`src/rtl/mem_stage_ctrl.sv`:
```
`default_nettype none
// ============================================================================
// Module   : mem_stage_ctrl
// Brief    : RISC-V memory-stage control with dmem req/ack handshake, stall
//            generation and M->W register. Optional macro MEM_TIMEOUT_EN.
// Revision : 1.0 - initial release
// ============================================================================
module mem_stage_ctrl #(
    parameter int XLEN    = 32,
    parameter int TIMEOUT = 16
) (
    input  logic            clk,
    input  logic            reset,
    input  logic            RegWriteM,
    input  logic [1:0]      ResultSrcM,
    input  logic            MemWriteM,
    input  logic [XLEN-1:0] ALUResultM,
    input  logic [XLEN-1:0] WriteDataM,
    input  logic [4:0]      RdM,
    input  logic [XLEN-1:0] PCPlus4M,
    output logic            dmem_req,
    output logic            dmem_we,
    output logic [XLEN-1:0] dmem_addr,
    output logic [XLEN-1:0] dmem_wdata,
    input  logic            dmem_ack,
    input  logic [XLEN-1:0] dmem_rdata,
    output logic            StallM,
    output logic            RegWriteW,
    output logic [1:0]      ResultSrcW,
    output logic [XLEN-1:0] ALUResultW,
    output logic [XLEN-1:0] ReadDataW,
    output logic [4:0]      RdW,
    output logic [XLEN-1:0] PCPlus4W,
    output logic            MemErr
);

    typedef enum logic [0:0] {
        S_IDLE = 1'b0,
        S_WAIT = 1'b1
    } state_t;

    localparam logic [1:0] C_SRC_LOAD = 2'b01;

    state_t            state_q, state_d;

    logic              hold_we_q, hold_we_d;
    logic [XLEN-1:0]   hold_addr_q, hold_addr_d;
    logic [XLEN-1:0]   hold_wdata_q, hold_wdata_d;
    logic              hold_regwrite_q, hold_regwrite_d;
    logic [1:0]        hold_src_q, hold_src_d;
    logic [4:0]        hold_rd_q, hold_rd_d;
    logic [XLEN-1:0]   hold_pc4_q, hold_pc4_d;

    logic              regwrite_w_q, regwrite_w_d;
    logic [1:0]        src_w_q, src_w_d;
    logic [XLEN-1:0]   alu_w_q, alu_w_d;
    logic [XLEN-1:0]   rdata_w_q, rdata_w_d;
    logic [4:0]        rd_w_q, rd_w_d;
    logic [XLEN-1:0]   pc4_w_q, pc4_w_d;

    logic              w_memop;
    logic              w_in_wait;
    logic              w_req;
    logic              w_done;
    logic              w_stall;
    logic              w_abort;
    logic              w_sel_regwrite;
    logic [1:0]        w_sel_src;
    logic [XLEN-1:0]   w_sel_alu;
    logic [4:0]        w_sel_rd;
    logic [XLEN-1:0]   w_sel_pc4;

    assign w_memop   = MemWriteM | (ResultSrcM == C_SRC_LOAD);
    assign w_in_wait = (state_q == S_WAIT);
    // Gated by reset so a memop held at the M inputs cannot request during reset.
    assign w_req     = reset & (w_in_wait | ((state_q == S_IDLE) & w_memop));
    assign w_done    = w_req & dmem_ack;
    assign w_stall   = w_req & ~dmem_ack;

    assign w_sel_regwrite = w_in_wait ? hold_regwrite_q : RegWriteM;
    assign w_sel_src      = w_in_wait ? hold_src_q      : ResultSrcM;
    assign w_sel_alu      = w_in_wait ? hold_addr_q     : ALUResultM;
    assign w_sel_rd       = w_in_wait ? hold_rd_q       : RdM;
    assign w_sel_pc4      = w_in_wait ? hold_pc4_q      : PCPlus4M;

    assign dmem_req   = w_req;
    assign dmem_we    = w_in_wait ? hold_we_q    : MemWriteM;
    assign dmem_addr  = w_in_wait ? hold_addr_q  : ALUResultM;
    assign dmem_wdata = w_in_wait ? hold_wdata_q : WriteDataM;
    assign StallM     = w_stall;

    assign RegWriteW  = regwrite_w_q;
    assign ResultSrcW = src_w_q;
    assign ALUResultW = alu_w_q;
    assign ReadDataW  = rdata_w_q;
    assign RdW        = rd_w_q;
    assign PCPlus4W   = pc4_w_q;

`ifdef MEM_TIMEOUT_EN
    localparam logic [7:0] C_TIMEOUT_LAST = 8'(TIMEOUT - 1);

    logic [7:0] cnt_q, cnt_d;
    logic       memerr_q;

    // Held at zero in IDLE so every WAIT entry starts counting from zero.
    always_comb begin
        cnt_d = '0;
        if (w_in_wait) begin
            cnt_d = cnt_q + 8'd1;
        end
    end

    assign w_abort = w_in_wait & ~dmem_ack & (cnt_q == C_TIMEOUT_LAST);
    assign MemErr  = memerr_q;

    always_ff @(posedge clk or negedge reset) begin
        if (!reset) begin
            cnt_q    <= '0;
            memerr_q <= 1'b0;
        end else begin
            cnt_q    <= cnt_d;
            memerr_q <= w_abort;
        end
    end
`else
    logic [31:0] w_unused_timeout;

    assign w_unused_timeout = 32'(TIMEOUT);
    assign w_abort          = 1'b0;
    assign MemErr           = 1'b0;
`endif

    always_comb begin
        state_d         = state_q;
        hold_we_d       = hold_we_q;
        hold_addr_d     = hold_addr_q;
        hold_wdata_d    = hold_wdata_q;
        hold_regwrite_d = hold_regwrite_q;
        hold_src_d      = hold_src_q;
        hold_rd_d       = hold_rd_q;
        hold_pc4_d      = hold_pc4_q;

        case (state_q)
            S_IDLE: begin
                if (w_memop) begin
                    hold_we_d       = MemWriteM;
                    hold_addr_d     = ALUResultM;
                    hold_wdata_d    = WriteDataM;
                    hold_regwrite_d = RegWriteM;
                    hold_src_d      = ResultSrcM;
                    hold_rd_d       = RdM;
                    hold_pc4_d      = PCPlus4M;
                    if (!dmem_ack) begin
                        state_d = S_WAIT;
                    end
                end
            end
            S_WAIT: begin
                if (dmem_ack || w_abort) begin
                    state_d = S_IDLE;
                end
            end
            default: state_d = S_IDLE;
        endcase
    end

    // The abort cycle is itself a stall cycle, which supplies the W bubble.
    always_comb begin
        regwrite_w_d = regwrite_w_q;
        src_w_d      = src_w_q;
        alu_w_d      = alu_w_q;
        rdata_w_d    = rdata_w_q;
        rd_w_d       = rd_w_q;
        pc4_w_d      = pc4_w_q;

        if (w_done) begin
            regwrite_w_d = w_sel_regwrite;
            src_w_d      = w_sel_src;
            alu_w_d      = w_sel_alu;
            rd_w_d       = w_sel_rd;
            pc4_w_d      = w_sel_pc4;
            if (w_sel_src == C_SRC_LOAD) begin
                rdata_w_d = dmem_rdata;
            end
        end else if (w_stall) begin
            regwrite_w_d = 1'b0;
            src_w_d      = 2'b00;
        end else begin
            regwrite_w_d = RegWriteM;
            src_w_d      = ResultSrcM;
            alu_w_d      = ALUResultM;
            rd_w_d       = RdM;
            pc4_w_d      = PCPlus4M;
        end
    end

    always_ff @(posedge clk or negedge reset) begin
        if (!reset) begin
            state_q         <= S_IDLE;
            hold_we_q       <= 1'b0;
            hold_addr_q     <= '0;
            hold_wdata_q    <= '0;
            hold_regwrite_q <= 1'b0;
            hold_src_q      <= 2'b00;
            hold_rd_q       <= '0;
            hold_pc4_q      <= '0;
            regwrite_w_q    <= 1'b0;
            src_w_q         <= 2'b00;
            alu_w_q         <= '0;
            rdata_w_q       <= '0;
            rd_w_q          <= '0;
            pc4_w_q         <= '0;
        end else begin
            state_q         <= state_d;
            hold_we_q       <= hold_we_d;
            hold_addr_q     <= hold_addr_d;
            hold_wdata_q    <= hold_wdata_d;
            hold_regwrite_q <= hold_regwrite_d;
            hold_src_q      <= hold_src_d;
            hold_rd_q       <= hold_rd_d;
            hold_pc4_q      <= hold_pc4_d;
            regwrite_w_q    <= regwrite_w_d;
            src_w_q         <= src_w_d;
            alu_w_q         <= alu_w_d;
            rdata_w_q       <= rdata_w_d;
            rd_w_q          <= rd_w_d;
            pc4_w_q         <= pc4_w_d;
        end
    end

endmodule
`default_nettype wire

```
`config.mk`:
```
export PLATFORM = sky130hd
export DESIGN_NAME = mem_stage_ctrl
export DESIGN_NICKNAME = d
export VERILOG_FILES = /design/src/rtl/mem_stage_ctrl.sv
export SDC_FILE = /design/constraint.sdc
export NUM_CORES = 1
export LEC_CHECK = 0
export CORE_ASPECT_RATIO = 0.75
export CORE_UTILIZATION = 50
export CTS_CLUSTER_SIZE = 10
export DETAILED_ROUTE_END_ITERATION = 10
export PLACE_DENSITY = 0.93
export SLEW_MARGIN = 20
export SYNTH_ARGS = -nofsm -noshare
export SYNTH_HDL_FRONTEND = slang
export SYNTH_SLANG_ARGS = --single-unit
```
`constraint.sdc`:
```
create_clock -name clk -period 3.7 [get_ports clk]
set_input_delay 0.925 -clock clk [delete_from_list [all_inputs] [get_ports clk]]
set_output_delay 0.925 -clock clk [all_outputs]
set_load 0.01 [all_outputs]
```
==> impl_metrics.ini <==
[setup_path]
r2r_start = state_q
crit_required_ns = 2.77
cp-end-kind = primary output
start_kind = primary input
slowest_stage = clkdlybuf4s50_1
path_max_fanout = 4
r2r_cells = 5
path_cells = clkdlybuf4s50_1 -> nand2b_1 -> a211oi_4 -> clkdlybuf4s50_1
rrSetupSlack_ns = 1.29
arrival_ns = 2.58
critical-path-top-delay-family = buffers and inverters
timing.rr.end = ReadDataW[22]
cpMostUsedCell = clkdlybuf4s50_1
worstSetupPathType = in2out
path_buf_inv = 2
cpPeakStageDelay_ns = 0.59

[synth]
yosysTopAreaCell = dfrtp_1
yosys-top-cells-area = dfrtp_1 (54%), mux2_2 (26%), mux2i_1 (6.6%), o2bb2ai_1 (2.3%), a221oi_1 (2.2%)
yosysSeqAreaShare_pct = 54.4
synth_cells = 702
syn_area_mm2 = 0.00966
ys.warnings.count = 0
synth-seq-cells = 210
synth_cell_type_count = 30
synth_top_area_share_pct = 54.4
syn-num-nets = 842
syn_area_per_cell_um2 = 13.8

[timing]
max_slew_margin_pct = 36.8
max_clock_freq_mhz = 285
fin_crit_sh_pct = 94.8
period_minus_slack_ns = 3.51
setup_violations = 0
rsz0062_at_grt = no
finalHoldViolCount = 0
tns_ns = 0
slew_violations = 0
finClkSkew_ns = 0.00609
worst_pin_slew_ns = 0.949

[clock_network]
cts_root_buffer = clkbuf_16
cts_setup_buffers = 0
cts.clk_slew.worst_paths_ns = 0.06
cts_hold_buffers = 0
cts_max_level = 1
clock_sinks = 210
clockBufferDepth = 3
clk_latency_ns = 0.50
cts_resized = 0
cts_tree = done
cts_buffers = 24

[routing]
vias = 6856
drtAntennaViolNets = 0
wirelength_mm = 25.1
drc = 0
dr.pass1.iters = 4
first_iter_violations = 329
routedWlPerCell_um = 20.0
vias_per_cell = 5.47

[die]
boundaryPins = 312
die-area_mm2 = 0.0199
dieHeight_um = 122
die_w_um = 163
start_util_pct = 51.6
fp-row-count = 43
coreArea_mm2 = 0.0187

[grt]
grt_start_max_net_pins = 163
grt_pass1_wl_mm = 39.6
grt_pass1_vias = 7380
grt.total_usage_pct = 25.3
antenna_found_initial = 0
grt-ovfl-total = 0

[cells_and_area]
n_antenna_cell = 0
final_nets = 1147
drive_above_1_share_pct = 27.6
final_common_cell = clkdlybuf4s50_1
n_fill_cell = 1235
syn2layout_area_growth_pct = 41.4
final_cell_mix = clkdlybuf4s50_1 (308), mux2_2 (225), dfrtp_1 (209)

[hold_path]
worstHoldStart = hold_we_q
hold_class = reg2reg
whs_endpoint = hold_we_q
hold_depth = 1

[power_and_ir_drop]
power.density_cell_area_mw_per_mm2 = 492
p_int_uw = 4960
combPwrFrac_pct = 26.7
p_sw_uw = 1760
seqPwrFrac_pct = 43.0
leakage_uw = 0.00573
p_clk_share_pct = 30.2
max-vdd-ir-drop_mv = 0.349
p_sw_share_pct = 26.2
p_total_uw = 6720

[placed_design]
gp_congestion = 0.797
place_hpwl_mm = 16.9
port_buffers = 310

[job]
maxCapViolCount = 0

[status]
status = completed
[Yosys cell counts (all sizes together)]
| cell | number |
|---|---|
| a221o | 1 |
| a211oi | 1 |
| mux2 | 227 |
| or3b | 1 |
| a221oi | 24 |
| a21oi | 3 |
| buf | 37 |
| o21ai | 2 |
| a22o | 2 |
| dfrtp | 210 |
| conb | 1 |
| inv | 34 |
| nand2 | 1 |
| nor2 | 25 |
| a21o | 1 |
| mux2i | 64 |
| o2bb2ai | 25 |
| and3 | 1 |
| nand3b | 1 |
| nor2b | 1 |
| clkinv | 1 |
| nand2b | 25 |
| clkbuf | 13 |
| nand3 | 1 |
[flip-flops by register name (all words and copies together) (netlist names), 5 cells and up]
name / count
hold_pc4_q: 32
hold_rd_q: 5
ALUResultW: 32
hold_wdata_q: 32
RdW: 5
ReadDataW: 32
hold_addr_q: 32
PCPlus4W: 32
[kinds of logic (layout without fill, tap and decap cells)]
kind of cell / Yosys count / in the layout / synth area share (%)
DFF: 210 / 210 / 54.4
buffers and inverters: 85 / 390 / 4.20
AOI/OAI and AO/OA: 59 / 59 / 5.30
muxes: 291 / 291 / 33.1
other: 1 / 1 / 0.0388
and+or+nand+nor: 56 / 56 / 3.00
[metal layers]
layer / up-vias / share of wire (%) / GRT usage, %
li1: 3100 / - / -
met1: 3458 / 39 / 31.0
met2: 261 / 50 / 44.3
met3: 37 / 8.5 / 7.20
met4: 0 / 2.0 / 5.90
met5: - / 0 / 0
[metrics by stage]
stage / area, µm² / instances / hold slack (ns) / worst slack [ns] / utilization (%)
after global placement: 13000 / 1228 / 0.459 / 0.230 / 69.6
after floorplan: 9660 / 702 / 0.444 / 1.00 / -
final: 13700 / 1254 / 0.482 / 0.194 / 73.0
after global routing: 13700 / 1254 / 0.498 / 0.141 / 73.0
after detailed placement: 13000 / 1228 / 0.470 / 0.194 / 69.6
after CTS: 13700 / 1254 / 0.483 / 0.188 / 73.0
[power groups by stage]
| stage | sequential (µW) | combinational [µW] | clock [µW] |
|---|---|---|---|
| CTS | 2890 | 1810 | 2090 |
| detailed placement | 2930 | 1800 | 0 |
| floorplan | 2970 | 742 | 0 |
| global route | 2940 | 1910 | 2170 |
| finish | 2890 | 1800 | 2030 |
| global placement | 2890 | 1760 | 0 |
[worst max path at each step]
stage | from | to | depth (start not counted)
final | ResultSrcM[1] | StallM | 4
after CTS | ResultSrcM[1] | StallM | 4
after global routing | ResultSrcM[1] | StallM | 4
after detailed placement | ResultSrcM[1] | StallM | 4
after global placement | ResultSrcM[1] | StallM | 4
after floorplan | reset | StallM | 4
[layout make-up]
class	count	area [µm²]	area share (%)
multi-input cells	407	4030	29.5
repair buffers	329	3310	24.2
well taps	247	309	2.26
clock buffers	26	629	4.61
inverters	35	131	0.961
flip-flops and latches	210	5260	38.5
[worst reg2reg max path: stages, from the launching register on]
cell and delay (ns):
dfrtp_4 0.69, buf_4 0.29, or3b_1 0.40, a21oi_2 0.12, buf_4 0.38, mux2_2 0.41
Power figures use the tool's default switching activity.
